## src/rtl/enc16to4_stream.sv

```systemverilog
// enc16to4_stream: sequential 16-to-4 encoder.
// Takes a 16-line vector and emits the 4-bit index of each set line, one per
// out_valid/out_ready handshake, lowest-first (MSB_FIRST=0) or highest-first
// (MSB_FIRST=1). An all-zero vector is reported by a one-cycle zero_err pulse.
module enc16to4_stream #(
  parameter bit MSB_FIRST = 1'b0
) (
  input  logic        clk,
  input  logic        rst,
  input  logic [15:0] in_vec,
  input  logic        in_valid,
  output logic        in_ready,
  output logic [3:0]  out_code,
  output logic        out_valid,
  input  logic        out_ready,
  output logic        out_last,
  output logic [4:0]  bit_count,
  output logic        zero_err
);

  typedef enum logic {IDLE, EMIT} state_t;

  state_t      state_reg, state_next;
  logic [15:0] pending_reg, pending_next;
  logic [4:0]  bit_count_reg, bit_count_next;
  logic        zero_err_reg, zero_err_next;

  // pending re-ordered so that the next line to emit is always the lowest set bit
  logic [15:0] ordered;
  logic [3:0]  ordered_idx;
  logic [3:0]  sel_code;
  logic        single_bit;
  logic [4:0]  load_count;

  genvar gi;
  generate
    for (gi = 0; gi < 16; gi++) begin : g_order
      assign ordered[gi] = MSB_FIRST ? pending_reg[15 - gi] : pending_reg[gi];
    end
  endgenerate

  // Find the lowest set bit of the re-ordered vector
  always_comb begin
    ordered_idx = 4'd0;
    for (int i = 15; i >= 0; i--) begin
      if (ordered[i]) ordered_idx = 4'(i);
    end
  end

  assign sel_code   = MSB_FIRST ? (4'd15 - ordered_idx) : ordered_idx;
  assign single_bit = (pending_reg & (pending_reg - 16'd1)) == 16'd0;

  // Popcount of the incoming vector, captured at acceptance
  always_comb begin
    load_count = 5'd0;
    for (int i = 0; i < 16; i++) begin
      load_count = load_count + {4'd0, in_vec[i]};
    end
  end

  assign in_ready  = (state_reg == IDLE);
  assign out_valid = (state_reg == EMIT);
  assign out_code  = out_valid ? sel_code : 4'd0;
  assign out_last  = out_valid && single_bit;
  assign bit_count = bit_count_reg;
  assign zero_err  = zero_err_reg;

  // Next-state logic: load in IDLE, retire one line per handshake in EMIT
  always_comb begin
    state_next     = state_reg;
    pending_next   = pending_reg;
    bit_count_next = bit_count_reg;
    zero_err_next  = 1'b0;
    case (state_reg)
      IDLE: begin
        if (in_valid) begin
          if (in_vec != 16'd0) begin
            pending_next   = in_vec;
            bit_count_next = load_count;
            state_next     = EMIT;
          end else begin
            bit_count_next = 5'd0;
            zero_err_next  = 1'b1;
          end
        end
      end
      EMIT: begin
        if (out_ready) begin
          if (single_bit) begin
            pending_next = 16'd0;
            state_next   = IDLE;
          end else begin
            pending_next = pending_reg & ~(16'd1 << sel_code);
          end
        end
      end
      default: state_next = IDLE;
    endcase
  end

  // State registers; reset discards any pending lines immediately
  always_ff @(posedge clk or posedge rst) begin
    if (rst) begin
      state_reg     <= IDLE;
      pending_reg   <= 16'd0;
      bit_count_reg <= 5'd0;
      zero_err_reg  <= 1'b0;
    end else begin
      state_reg     <= state_next;
      pending_reg   <= pending_next;
      bit_count_reg <= bit_count_next;
      zero_err_reg  <= zero_err_next;
    end
  end

endmodule

```

## config.mk

```make
export PLATFORM = sky130hd
export DESIGN_NAME = enc16to4_stream
export DESIGN_NICKNAME = d
export VERILOG_FILES = /design/src/rtl/enc16to4_stream.sv
export SDC_FILE = /design/constraint.sdc
export NUM_CORES = 1
export LEC_CHECK = 0
export CAP_MARGIN = 20
export CORE_ASPECT_RATIO = 1.2
export CORE_MARGIN = 1
export CORE_UTILIZATION = 48
export DETAILED_ROUTE_END_ITERATION = 7
export PLACE_DENSITY = 0.76
export SLEW_MARGIN = 0
export SYNTH_ARGS = -nofsm -noshare
export SYNTH_HDL_FRONTEND = slang
export SYNTH_SLANG_ARGS = --single-unit
```

## constraint.sdc

```tcl
create_clock -name clk -period 2.1 [get_ports clk]
set_input_delay 0.525 -clock clk [delete_from_list [all_inputs] [get_ports clk]]
set_output_delay 0.525 -clock clk [all_outputs]
set_load 0.02 [all_outputs]
```

==> results summary <==
The flow ran to the end, but the final reports show violations. The checks that failed: setup timing. In this run the clock root is driven by a clkbuf_8. Yosys mapped a number of flops with a built-in enable equal to 0. The clock tree from TritonCTS is yes.

Yosys printed 0 warnings. In the finished design, the share of the clock period the worst path needs comes to 168%. The classification of the worst setup path is in2reg. The height of the die is 71.2 microns.

The first global-routing pass estimated 11.0 mm of wire. The logic depth of the worst register-to-register path came out at 8. The post-synthesis net count is 238. The setup slack on the worst flop-to-flop path is -0.32 ns. The worst setup path is launched from an input pin. The power per cell area came out at 1030 nW/um^2. The maximum number of pins on one net before global-route repair is 24. The total wirelength of the detailed-routed design is 7.93 mm. The smallest setup slack after layout came out at -1.43 ns. The post-route clock skew came out at 0.00253 ns.

At the end of the flow, the number of nets in the layout was 351. Across every metal layer, demand over resource in global routing totals 35.4%. The flip-flop count of the largest register, all copies and words added came out at 16. The critical-path maximum fanout came out at 2.

The number of levels in the clock H-tree is 1. The placement-stage worst setup slack came out at -2.05 ns. Once detail routing completed, the nets flagged for antenna violations numbered 0. In this run the most critical hold path is launched from bit_count[3]$_DFFE_PP0P_. The number of max-slew violations in the final report came out at 0. The top cell types in the final layout, fill and taps aside, are 79 x buf_4, 23 x dfrtp_1, 18 x buf_6, 16 x inv_1, 13 x clkdlybuf4s50_1.

The part of the power in the clock network is 8.9%. The worst path required time is 2.27 ns. The count of state elements after synthesis came out at 23. The congestion estimate from routability-driven global placement came to 0.909.

The final cell utilization of the core came out at 86.1%. The sum of negative setup slack is -11.54 ns. The worst-case headroom to the max-slew limit is 73.1%.

The worst min-delay path category is reg2reg. The worst reg2reg path endpoint is ordered[13]$_DFFE_PP0P_. The starting density of the core is 51.4%.

Counting every instance in the synthesized netlist gives 202. Data on the critical path arrives at its endpoint at 3.70 ns. The row count came out at 24.

TritonCTS created 3 clock buffers. The async set or reset register ratio after synthesis came out at 100%. The estimated wirelength of the detail-placed design is 4.69 mm. The die covers 4250 sq um. During placement, the flow inserted port buffers numbering 32. The initial antenna violation count came out at 0.

The mean instance size in the synthesized netlist is 9.48 sq um. For this design, the CTS-stage hold fixing added 0 buffers. Setup repair after global routing could not meet its margin everywhere.

The number of unique standard cell types used by synthesis came out at 54. Cells with a size suffix above 1 make up 49.0% of the layout. The clock period minus final worst setup slack came out at 3.53 ns. The number of setup violations in the final report came out at 27. The leakage component of the power came out at 1.50 nW. The sequential-to-total area share from yosys stat is 30.0%. The average detailed-routed wire length per instance came out at 21.7 microns.

For this run, the top clock speed supported by timing is 0.284 GHz. The die is 59.7 microns wide. The number of global-route vias before repair is 2338. The vias per cell came out at 6.47.

The internal cell power came out at 1.81 mW. The worst voltage drop across the vdd grid is 720 uV. The post-place instance area is 2820 sq um. The fraction of power spent switching nets is 45.0%.

No sink is reached through more buffers than the 2 on the longest clock path. Sequential cells burn 20.9% of the power. The worst register-to-register path begins at ordered[1]$_DFFE_PP0P_. Summing all non-filler instances in the final layout gives an area of 3210 sq um. Global routing finished with a remaining overflow of 0. The worst hold path terminates at bit_count[3]$_DFFE_PP0P_.

The analysis attributes to net switching a power of 1.48 mW. Relative to the synthesized area, the layout overhead comes to 67.4%. The most instantiated flip-flop cell in the synthesis netlist is dfrtp_1. The post-route total power came out at 3.29 mW. The core area came out at 3720 sq um. The cell area after synthesis is 1920 sq um. The most common cell after layout, fill and taps aside is buf_4. The antenna diode count came out at 0. The first-pass iteration count of the detailed router is 8. The remaining routing DRC violations is 0.

The via total after detailed routing came out at 2367. The DRC marker count from the first detailed-route iteration came out at 319. Along the worst hold path, the cell count comes to 1. The kind of end point of the critical path is a register. The transition time at the pin with the least slew margin came out at 0.401 ns.

The boundary pin count came out at 33. Clock-pin slew was measured on the worst setup and hold paths at 0.09 ns. The number of clock sinks seen by CTS is 23. The portion of total power attributed to combinational logic is 70.3%. The source-to-sink clock delay at the later pin of the worst-skew pair is 0.27 ns. The reported max-cap violation count came out at 0. The total count of hold-check failures in the final report came out at 0.
[per-layer routing]
metal	up-vias	GRT usage, %	wire length [microns]
li1	979	-	-
met1	1165	41.5	2790
met2	167	58.1	4050
met3	56	8.59	611
met4	0	19.6	476
met5	-	0	0
[critical path, cell delays in order]
cell and delay, ns:
buf_6 0.10, fa_1 0.56, inv_2 0.06, fa_1 0.51
fa_1 0.44, fa_1 0.54, inv_2 0.05, ha_4 0.16
fa_2 0.37, a21o_1 0.16, a32o_1 0.21
[metrics by stage]
stage,instances,hold WS (ns)
CTS,362,0.515
detailed placement,346,0.490
finish,366,0.515
global placement,346,0.483
floorplan,202,0.527
global route,366,0.536
[worst max path at each step]
stage,start,endpoint,cells past startpoint
6_report,in_vec[0],bit_count[4]$_DFFE_PP0P_,11
5_1_grt,in_vec[1],bit_count[4]$_DFFE_PP0P_,11
4_1_cts,in_vec[3],bit_count[4]$_DFFE_PP0P_,11
3_5_place_dp,in_vec[7],bit_count[4]$_DFFE_PP0P_,11
3_3_place_gp,in_vec[9],bit_count[4]$_DFFE_PP0P_,11
2_1_floorplan,in_vec[11],bit_count[4]$_DFFE_PP0P_,10
[cell usage after synthesis, types with 3 or more instances]
master / count / area, sq um
a21oi_1: 6 / 30.0
nand2_1: 13 / 48.8
buf_6: 3 / 33.8
buf_2: 3 / 15.0
inv_1: 22 / 82.6
o211ai_1: 3 / 22.5
clkbuf_1: 4 / 15.0
nor4_1: 7 / 43.8
o311ai_0: 4 / 35.0
buf_4: 3 / 22.5
a21o_1: 5 / 37.5
fa_1: 10 / 200
or3_1: 3 / 18.8
nor2_1: 11 / 41.3
o21ai_0: 7 / 35.0
o31ai_1: 3 / 22.5
or4_1: 3 / 22.5
nor3_1: 5 / 25.0
a32o_1: 4 / 40.0
a22o_1: 6 / 52.6
dfrtp_1: 23 / 576
a22oi_1: 8 / 60.1
ha_1: 6 / 75.1
[layout make-up]
| class | instances | area, sq um |
|---|---|---|
| Multi-Input combinational cell | 143 | 1420 |
| Timing Repair Buffer | 122 | 1020 |
| Sequential cell | 23 | 576 |
| Fill cell | 206 | 517 |
| Inverter | 22 | 82.6 |
| Tap cell | 52 | 65.1 |
| Clock buffer | 3 | 41.3 |
| Clock inverter | 1 | 5.00 |
[power by group through the flow]
stage	clock, mW	sequential [mW]	combinational [mW]
after floorplan	0	0.709	1.01
after global placement	0	0.671	1.80
after detailed placement	0	0.677	1.84
after CTS	0.288	0.670	2.12
after global routing	0.307	0.699	2.44
final	0.292	0.687	2.31
[kinds of logic after synthesis]
group | after synthesis | share of synthesized area (%)
AO/OA/AOI/OAI | 64 | 26.4
XOR/XNOR | 2 | 0.915
adder cells (fa/ha/maj) | 18 | 15.4
buffers and inverters | 36 | 9.08
flip-flops | 23 | 30.0
AND/OR/NAND/NOR | 59 | 18.2
[repair_timing]
action                                  in CTS  in global routing
setup buffers                               13                  4
endpoints found under the setup margin      28                 28
pin swaps                                   36                 19
gates resized for setup                    110                 17
gates cloned                                 1                  0
No activity file was read; power rests on OpenSTA's default activity.
